`src/rtl/remote_key_entry_ctrl.sv`:
```
`default_nettype none
// +--------------------------------------------------------------------------+
// | remote_key_entry_ctrl: IR key events -> BCD number entry / function cmds |
// | Rev 1.0                                                                  |
// +--------------------------------------------------------------------------+
module remote_key_entry_ctrl #(
  parameter int DIGITS  = 4,
  parameter int TIMEOUT = 1000000
) (
  input  logic                  clk,
  input  logic                  rst,
  input  logic [7:0]            key,
  input  logic                  key_ready,
  output logic [4*DIGITS-1:0]   value,
  output logic                  value_valid,
  input  logic                  value_ack,
  output logic [4:0]            cmd,
  output logic                  cmd_valid,
  input  logic                  cmd_ack,
  output logic                  entry_active,
  output logic [2:0]            digit_count,
  output logic                  key_dropped
);

  localparam int VW = 4 * DIGITS;
  localparam int TW = $clog2(TIMEOUT);
  localparam logic [TW-1:0] TIMER_LAST = TW'(TIMEOUT - 1);
  localparam logic [2:0]    COUNT_MAX  = 3'(DIGITS);

  typedef enum logic [1:0] {
    S_IDLE      = 2'd0,
    S_ENTRY     = 2'd1,
    S_OUT_VALUE = 2'd2,
    S_OUT_CMD   = 2'd3
  } state_t;

  state_t          state_q, state_d;
  logic            key_ready_q;
  logic [VW-1:0]   buffer_q, buffer_d;
  logic [VW-1:0]   value_q, value_d;
  logic [4:0]      cmd_q, cmd_d;
  logic [2:0]      count_q, count_d;
  logic [TW-1:0]   timer_q, timer_d;
  logic            value_valid_q, value_valid_d;
  logic            cmd_valid_q, cmd_valid_d;
  logic            entry_active_q, entry_active_d;
  logic            key_dropped_q, key_dropped_d;

  logic evt, is_digit, is_enter, is_clear, is_func, is_known;

  always_comb begin
    evt      = key_ready & ~key_ready_q;
    is_known = (key <= 8'h1F);
    is_digit = (key <= 8'h09);
    is_enter = (key == 8'h10);
    is_clear = (key == 8'h11);
    is_func  = is_known & ~is_digit & ~is_enter & ~is_clear;

    state_d       = state_q;
    buffer_d      = buffer_q;
    value_d       = value_q;
    cmd_d         = cmd_q;
    count_d       = count_q;
    timer_d       = timer_q;
    key_dropped_d = 1'b0;

    case (state_q)
      S_IDLE: begin
        if (evt && is_digit) begin
          buffer_d = VW'(key[3:0]);
          count_d  = 3'd1;
          timer_d  = '0;
          state_d  = S_ENTRY;
        end else if (evt && is_func) begin
          cmd_d   = key[4:0];
          state_d = S_OUT_CMD;
        end
      end
      S_ENTRY: begin
        if (evt && is_digit) begin
          timer_d = '0;
          if (count_q < COUNT_MAX) begin
            buffer_d = (buffer_q << 4) | VW'(key[3:0]);
            count_d  = count_q + 3'd1;
          end
        end else if (evt && is_enter) begin
          value_d = buffer_q;
          state_d = S_OUT_VALUE;
        end else if (evt && is_clear) begin
          buffer_d = '0;
          count_d  = '0;
          timer_d  = '0;
          state_d  = S_IDLE;
        end else if (timer_q == TIMER_LAST) begin
          // Inactivity expiry; function keys and unknown codes count as idle
          buffer_d = '0;
          count_d  = '0;
          timer_d  = '0;
          state_d  = S_IDLE;
        end else begin
          timer_d = timer_q + 1'b1;
        end
      end
      S_OUT_VALUE: begin
        key_dropped_d = evt & is_known;
        if (value_ack) begin
          buffer_d = '0;
          count_d  = '0;
          state_d  = S_IDLE;
        end
      end
      default: begin
        key_dropped_d = evt & is_known;
        if (cmd_ack) state_d = S_IDLE;
      end
    endcase

    value_valid_d  = (state_d == S_OUT_VALUE);
    cmd_valid_d    = (state_d == S_OUT_CMD);
    entry_active_d = (state_d == S_ENTRY);
  end

  always_ff @(posedge clk) begin
    if (!rst) begin
      state_q        <= S_IDLE;
      key_ready_q    <= 1'b0;
      buffer_q       <= '0;
      value_q        <= '0;
      cmd_q          <= '0;
      count_q        <= '0;
      timer_q        <= '0;
      value_valid_q  <= 1'b0;
      cmd_valid_q    <= 1'b0;
      entry_active_q <= 1'b0;
      key_dropped_q  <= 1'b0;
    end else begin
      state_q        <= state_d;
      key_ready_q    <= key_ready;
      buffer_q       <= buffer_d;
      value_q        <= value_d;
      cmd_q          <= cmd_d;
      count_q        <= count_d;
      timer_q        <= timer_d;
      value_valid_q  <= value_valid_d;
      cmd_valid_q    <= cmd_valid_d;
      entry_active_q <= entry_active_d;
      key_dropped_q  <= key_dropped_d;
    end
  end

  assign value        = value_q;
  assign value_valid  = value_valid_q;
  assign cmd          = cmd_q;
  assign cmd_valid    = cmd_valid_q;
  assign entry_active = entry_active_q;
  assign digit_count  = count_q;
  assign key_dropped  = key_dropped_q;

endmodule
`default_nettype wire

```
`config.mk`:
```
export PLATFORM = sky130hd
export DESIGN_NAME = remote_key_entry_ctrl
export DESIGN_NICKNAME = d
export VERILOG_FILES = /design/src/rtl/remote_key_entry_ctrl.sv
export SDC_FILE = /design/constraint.sdc
export NUM_CORES = 1
export LEC_CHECK = 0
export ABC_AREA = 1
export BUFFER_PORTS_ARGS = -buffer_cell sky130_fd_sc_hd__buf_4
export CELL_PAD_IN_SITES_DETAIL_PLACEMENT = 1
export CELL_PAD_IN_SITES_GLOBAL_PLACEMENT = 2
export CORE_ASPECT_RATIO = 0.6
export CORE_MARGIN = 1
export CORE_UTILIZATION = 25
export DETAILED_ROUTE_END_ITERATION = 8
export PLACE_DENSITY = 0.65
export SLEW_MARGIN = 20
export SYNTH_ARGS = -nofsm -noshare
export SYNTH_HDL_FRONTEND = slang
export SYNTH_SLANG_ARGS = --single-unit
```
`constraint.sdc`:
```
create_clock -name clk -period 1.91 [get_ports clk]
set_input_delay 0.0955 -clock clk [delete_from_list [all_inputs] [get_ports clk]]
set_output_delay 0.0955 -clock clk [all_outputs]
set_load 0.005 [all_outputs]
```
; ---- Word level (Yosys, flattened, before mapping)
; Index checks and enable logic that the tools add are counted.
[op_classes]
add_sub_neg = 2
magnitude_cmp = 3
n_eq_ne = 13
n_mux = 31
n_bitwise = 12
reduce_logical = 12
[op_table]
columns = cell, count
row1 = two-way mux 16 bit, 7
row2 = two-way mux 20 bit, 5
row3 = one-hot mux 16 bit (3 select lines), 1
row4 = one-hot mux 20 bit (2 select lines), 1
row5 = two-way mux 3 bit, 7
row6 = adder 20 x 1 -> 20 bit (second input constant), 1
row7 = == test 20 bit (second input constant), 1
row8 = == test 8 x 5 -> 1 bit (second input constant), 2
row9 = two-way mux 2 bit, 8
row10 = OR 16 x 4 -> 16 bit, 1
row11 = one-hot mux 3 bit (3 select lines), 1
row12 = AND reduction 3 bit, 3
row13 = <= comparator 8 x 4 -> 1 bit (second input constant), 1
row14 = <= comparator 8 x 5 -> 1 bit (second input constant), 1
row15 = == test 2 bit (second input constant), 3
row16 = != test 3 bit (second input constant), 2
row17 = inverter 1 bit, 6
row18 = one-hot mux 2 bit (3 select lines), 1
row19 = AND reduction 6 bit, 1
row20 = AND 1 bit, 5
row21 = == test 2 x 1 -> 1 bit (second input constant), 2
row22 = logical AND 1 bit, 4
row23 = != test 2 bit (second input constant), 2
row24 = != test 4 bit (second input constant), 1
row25 = other kinds (6), 6
[word_totals]
register_bits = 67
in_bits = 13
out_inout_bits = 28
elab_cells = 84

; ---- Logic depth before layout (Yosys ltp)
; Gate-level depths: netlist (run 1).
[depth]
depth_word = 10
mapped_depth = 14
mapped_depth_nobuf = 14

; ---- Least setup slack after synthesis (run 1)
; Ideal clock, no wire load.
[synth_path]
path_kind = reg2reg
from = reg state_q[1]
to = reg timer_q[16]
setup_ns = 0.116
arrival_time_ns = 1.565
required_time_ns = 1.794
setup_slack_ns = 0.229
stages_incl_launch_ff = 12
path_buffers = 2
period_less_slack_ns = 1.681
cell_sequence = dfxtp_1 inv_1 ha_1 clkbuf_8 nor2_1 nor2_4 nand2_2 inv_2 buf_6 nand2_1 xor2_1 nor2_1
[synth_between]
elab_chain_len = 3
elab_cells_between_ends = 7
[synth_rtl]
columns = item, line_no
row1 = from (decl), 37  ; state_t state_q, state_d;
row2 = from (signal assigned), 137  ; state_q <= state_d;
row3 = == test 2 x 1 -> 1 bit or logical NOT 2 bit (tied branches), 67  ; case (state_q)
row4 = "!= test 3 bit (no source line), or another cell as far along", -
row5 = AND reduction 3 bit (no source line), -
row6 = to (signal assigned), 143  ; timer_q <= timer_d;
row7 = to (decl), 43  ; logic [TW-1:0] timer_q, timer_d;
; Several ways; a longest one is shown, not always the timed one.
; A chain may end at the register's enable or synchronous reset.

; ---- Worst setup path after layout (run 1)
[layout_path]
from = reg timer_q[0]
to = reg timer_q[17]
[layout_between]
elab_chain_len = 6
elab_cells_between_ends = 7
[layout_rtl]
columns = item, line_no
row1 = adder 20 x 1 -> 20 bit or == test 20 bit (tied branches), "101, 94"
row2 = two-way mux 20 bit *, 94  ; end else if (timer_q == TIMER_LAST) begin
row3 = two-way mux 20 bit *, 89  ; end else if (evt && is_clear) begin
row4 = two-way mux 20 bit *, 86  ; end else if (evt && is_enter) begin
row5 = two-way mux 20 bit *, 80  ; if (evt && is_digit) begin
row6 = one-hot mux 20 bit (2 select lines) *, 67
; Every way passes the cells marked *; elsewhere a longest branch is shown, timed or not. The select of a mux whose other input is x is not followed.

==> metrics, run 1 <==
CTS sink cnt 67; Post-Route Setup TNS 0 ps; layout cells sized above 1 about a quarter; Starting Density 25.6%; Synth Warn # 0; CTS root buffer clkbuf_16; DP Wirelength 8.25 mm; first-pass GRT wire length 17.7 mm; largest net degree at the start of global routing 25; max_slew headroom 77.7%; cts bufs inserted 9; Setup CP Type reg2reg; Hold Slack around 33 ps; synth cell count leaders 119 x nand2_1, 80 x inv_1, 77 x nor2_1; hold path cells 3; wire per inst 14.4 µm; Post-synth EDFFs 0; ys flop type dfxtp_1; clock latency at the later pin of the worst-skew pair roughly 340 ps; clk_skew 8.52 ps; Worst R2R Path Depth 10; Final WS setup 128 ps; die area 14500 µm²; synthesis-to-finish area growth 33.8%; Setup crit start kind flip-flop; Tcrit/Tclk final 93.3%; vias in the first global route 3268; count of cell types in the netlist 37; Setup WS pre-CTS 8.90 ps; share of flip-flops with an asynchronous set or reset 0%; total gr overflow 0; Synthesized Nets 532; CP required 2180 ps; non-filler cells, final 772; wirelength, routed 11.1 mm; DRC 0; Synth Register Bits 67; die width roughly 150 µm; Tot GR Track Use 16.2%; Fill cells between 1500 and 2000; I/O pin count 41; DR vias/cell between 4 and 5; n_diodes 0; Reg clk slew, reported paths roughly 60 ps; Syn Inst Count 513; drt pass-1 iters 4; sequential area share after synthesis 38.4%; Die Y 93.6 µm; most frequent cell after synthesis nand2_1; crit-path max FO 3; IO Port Bufs 40; Pwr Density 803 nW/µm²; Leakage 2.05 nW; CP arrival ~2000 ps; Clock Tree Buf Depth 2; syn_area_per_cell 6.81 µm²; RSZ-0062 raised after global routing true; DRT iter0 DRCs 173; final setup fails 0; dpl cells 745; H-tree depth 3; Crit. End Element flip-flop; cell area after synthesis around 3500 µm²; Cell Rows 33; GPL Wtd Cong 0.782; synth top area cells dfxtp_1 38%, nand2_1 13%, inv_1 8.6%, nor2_1 8.3%, a21oi_1 4.9%; Vias 3385; Peak VDD IR 0.000350 V; worst-margin pin slew 331 ps; Yosys top cell by area dfxtp_1; Max Transition Viols Final 0; antenna violations before repair 0; # nets final 611; post-route minimum period ~1800 ps; multi-input logic area 1780 µm²; Synth top area share 38.4%; outcome complete, no violations; FMAX 561 MHz; Max Cap Viol 0; Fin. Hold Viols 0; Post-DRT Antenna Nets 0; worst hold path type in2reg; CORE AREA 13600 µm²; final core occ 34.3%; CTS tree done; register area 1340 µm²
-- worst paths after layout --
path | from | end | slack, ps
hold / removal | key[4] | cmd[4] | 30
hold reg to reg | buffer_q[9] | value[9] | 460
setup / recovery | timer_q[0] | timer_q[17] | 130
setup reg to reg | timer_q[0] | timer_q[17] | 130
-- worst max-delay path, stage by stage, from the launching register on --
cell     delay [ps]
dfxtp_1         340
buf_4           130
nand3_1         110
nor2_1          290
buf_4           190
nand4_1         100
nor2_1          160
nor2_1           60
nor2_1          110
nand3_1         100
a21oi_1         140
-- area by class of cell --
cell class	count	share of cell area, %
tap	175	4.68
timing repair buffer	84	14.3
multi-input combinational	343	38.1
clock inverter	7	2.14
inverter	87	7.20
clock buffer	9	4.82
sequential	67	28.7
-- repair_timing --
action	4_1_cts	5_1_grt
hold endpoints to repair	1	0
endpoints found under the setup margin	3	44
resized for setup	1	27
pin swaps	0	7
setup buffers	0	10
hold buffers	1	0
-- registers in the layout, indices dropped and copies added, names as in the netlist --
| signal | cells |
|---|---|
| timer_q | 20 |
| buffer_q | 16 |
| value | 16 |
| cmd | 5 |
| digit_count | 3 |
| state_q | 2 |
| cmd_valid | 1 |
| entry_active | 1 |
| key_dropped | 1 |
| key_ready_q | 1 |
| value_valid | 1 |
-- stage by stage --
step	cell area, µm²	power [W]
after floorplan	3490	0.00174
after global placement	4170	0.00187
after detailed placement	4170	0.00188
after CTS	4500	0.00376
after global routing	4670	0.00392
final	4670	0.00375
-- layout by cell type, fill, tap and decap left out, types with 2 or more instances in the layout --
| master | Yosys | layout |
|---|---|---|
| a21oi_1 | 34 | 34 |
| buf_12 | 0 | 2 |
| buf_4 | 1 | 80 |
| bufinv_16 | 0 | 2 |
| clkbuf_16 | 0 | 9 |
| clkinv_4 | 0 | 3 |
| dfxtp_1 | 67 | 65 |
| dfxtp_2 | 0 | 2 |
| ha_1 | 6 | 4 |
| ha_2 | 0 | 2 |
| inv_1 | 80 | 80 |
| inv_2 | 6 | 5 |
| inv_6 | 0 | 3 |
| nand2_1 | 119 | 117 |
| nand2_2 | 7 | 8 |
| nand2_4 | 3 | 4 |
| nand3_1 | 26 | 24 |
| nand3_2 | 0 | 2 |
| nand3_4 | 3 | 3 |
| nand4_1 | 12 | 12 |
| nor2_1 | 77 | 71 |
| nor2_2 | 7 | 10 |
| nor2_4 | 4 | 7 |
| nor3_1 | 6 | 5 |
| nor3_2 | 1 | 2 |
| o21ai_0 | 8 | 8 |
| o21ai_1 | 12 | 11 |
| o21ai_2 | 3 | 4 |
| xor2_1 | 3 | 3 |
-- logic make-up (layout without fill, tap and decap cells) --
| logic type | after synthesis | after routing | synth area share [%] |
|---|---|---|---|
| AND/OR/NAND/NOR | 272 | 272 | 36.0 |
| buffers and inverters | 103 | 187 | 12.9 |
| flip-flops | 67 | 67 | 38.4 |
| AO/OA/AOI/OAI | 61 | 61 | 9.60 |
| adder cells (fa/ha/maj) | 6 | 6 | 2.15 |
| XOR/XNOR | 4 | 4 | 1.00 |
-- power breakdown --
part | leakage (nW) | total, W | internal, W | switching [W]
registers | 0.543 | 0.00148 | 0.00144 | 0.0000329
clock network | 0.160 | 0.00187 | 0.00115 | 0.000714
logic | 1.35 | 0.000410 | 0.000172 | 0.000238
-- metal layers --
layer	wire, µm	GRT usage [%]	vias to the layer above
li1	-	-	1759
met1	6510	25.6	1554
met2	3980	20.4	60
met3	482	3.34	12
met4	156	5.94	0
met5	0	0	-
(Power assumes the default switching activity.)
==> inputs of run 2 (changes only) <==
- GPL_TIMING_DRIVEN: default -> 0
- PLACE_DENSITY: 0.65 -> default
- PLACE_DENSITY_LB_ADDON: default -> 0.1
==> run 2 against run 1 <==
Against the previous run:
- global-route usage increased by 0.23 points
- critical path depth increased by 1
- worst hold slack improved by 7.9 ps
- first-iteration DRC count decreased by 30%
- clock skew decreased by 1.4 ps
- largest cell class unchanged
- fmax increased by 0.43%
- critical endpoint is now buffer_q[12]
==> metrics, run 2 (synthesized netlist as in run 1, its figures left out) <==
Post-Route Setup TNS 0 ps (unchanged); final setup fails 0 (unchanged); die width 155 µm (unchanged); Vias 3273 (-3.3%); register share of total power 41.3% (+2.0 points); layout cells sized above 1 23.8% (-2.2 points); wire per inst 14.4 µm (-0.31%); H-tree depth 3 (unchanged); Setup crit start kind flip-flop; Die Y 93.6 µm (unchanged); FMAX 564 MHz (+0.43%); Starting Density 25.6% (unchanged); CP required 2140 ps (-40 ps); internal power 0.00263 W (-4.9%); number of flip-flops in the largest register 20 (unchanged); Max Cap Viol 0 (unchanged); clock power share 48.2% (-1.6 points); largest register by flop count timer_q; switch share 26.4% (+0.19 points); max_slew headroom 56.7% (-21 points); Fin. Hold Viols 0 (unchanged); outcome complete, no violations; DR vias/cell 4.38 (about the same); worst-margin pin slew 649 ps (+318 ps); clock latency at the later pin of the worst-skew pair 340 ps (about the same); Crit. End Element flip-flop; drt pass-1 iters 4 (unchanged); Total Power 0.00358 W (-4.6%); Tcrit/Tclk final 92.9% (-0.40 points); Setup CP Type reg2reg; crit-path max FO 10 (+7); antenna violations before repair 0 (unchanged); n_diodes 0 (unchanged); I/O pin count 41 (unchanged); Clock Tree Buf Depth 2 (unchanged); CORE AREA 13600 µm² (unchanged); wirelength, routed 10.7 mm (-3.5%); DRT iter0 DRCs 121 (-30%); total gr overflow 0 (unchanged); DP Wirelength 8.09 mm (-1.9%); Hold Slack 40.8 ps (+7.92 ps); CP max stage cell dfxtp_2; post-route minimum period 1770 ps (-7.64 ps); # nets final 586 (-4.1%); power share of the combinational group 10.5% (-0.4 points); Leakage 1.90 nW (-7.2%); Max Transition Viols Final 0 (unchanged); Tot GR Track Use 16.4% (+0.23 points); Pwr Density 800 nW/µm² (-0.34%); clk_skew 7.17 ps (-1.35 ps); cts bufs inserted 9 (unchanged); CTS sink cnt 67 (unchanged); GPL Wtd Cong 0.788 (+0.81%); Reg clk slew, reported paths 60 ps (about the same); placed cell areas 4010 µm² (-3.8%); CTS root buffer clkbuf_16; Peak VDD IR 0.000391 V (+12%); critical-path cell list ha_1, nand2_2, nor2_2, nand2_2, inv_2, nand3_4, nand4_4, nand3_4, buf_6, o21ai_1, nor2_1; die area 14500 µm² (unchanged); largest net degree at the start of global routing 14 (-44%); most frequent cells in the layout 113 x nand2_1, 76 x inv_1, 69 x nor2_1; CTS tree done; Post-DRT Antenna Nets 0 (unchanged); Final Cell Area 4470 µm² (-4.3%); synthesis-to-finish area growth 28.0%; P_sw 0.000946 W (-3.9%); IO Port Bufs 39 (-2.5%); first-pass GRT wire length 17.9 mm (+1.1%); CP peak stage delay 350 ps (about the same); CP arrival 2010 ps (-50 ps); Cell Rows 33 (unchanged); vias in the first global route 3200 (-2.1%); DRC 0 (unchanged); most common cell after layout, fill and taps aside nand2_1; worst hold path type in2reg
-- run 2: cell count changes in the layout (fill, tap and decap cells not counted), sizes merged --
| cell | previous run | this run |
|---|---|---|
| buf | 83 | 53 |
| bufinv | 2 | 1 |
| clkbuf | 9 | 15 |
| clkinv | 4 | 2 |
| clkinvlp | 0 | 2 |
| dlygate4sd3 | 0 | 1 |
| dlymetal6s4s | 1 | 0 |
-- run 2: final timing paths --
| kind | from | endpoint | slack [ps] | cells after the start |
|---|---|---|---|---|
| setup / recovery | timer_q[0] | buffer_q[12] | 140 | 11 |
| hold / removal | key[4] | cmd[4] | 40 | 3 |
| setup reg to reg | timer_q[0] | buffer_q[12] | 140 | 11 |
| hold reg to reg | buffer_q[5] | value[5] | 470 | 2 |
-- run 2: power groups by stage --
| stage | registers (W) | logic (W) | clock network, W |
|---|---|---|---|
| after floorplan | 0.00150 | 0.000241 | 0 |
| after global placement | 0.00151 | 0.000347 | 0 |
| after detailed placement | 0.00151 | 0.000355 | 0 |
| after CTS | 0.00148 | 0.000366 | 0.00179 |
| after global routing | 0.00148 | 0.000431 | 0.00185 |
| final | 0.00148 | 0.000375 | 0.00173 |
-- run 2: final cells by class --
type                    instances  area [µm²]
inverters                      87         329
plain buffers                  15         123
fillers                      1684        9150
repair buffers                 44         333
flip-flops and latches         67        1350
clock buffers                  10         239
well taps                     175         219
clock inverters                 6        63.8
multi-input cells             343        1820
-- run 2: what timing repair did --
action,in CTS,in global routing
pin swaps,1,1
hold endpoints to repair,1,0
setup buffers,2,2
endpoints found under the setup margin,52,51
resized for setup,9,31
hold buffers,1,0
-- run 2: critical path: cells and delay by family, from the launching register on --
kind,cells,cell delay (ps)
flip-flops,1,350
AND/OR/NAND/NOR,7,700
buffers and inverters,2,280
adder cells (fa/ha/maj),1,180
AO/OA/AOI/OAI,1,150
-- run 2: stage by stage --
step / utilization (%) / setup slack (ps) / std cells
after floorplan: - / 229 / 513
after global placement: 29.4 / -158 / 727
after detailed placement: 29.4 / -196 / 727
after CTS: 32.0 / 9.16 / 745
after global routing: 32.8 / -4.09 / 747
final: 32.8 / 136 / 747
-- run 2: per-layer routing --
metal	GRT usage, %	share of wire (%)
met4	4.70	1.2
met2	20.1	35
met5	0	0
met3	3.99	3.5
met1	26.5	60
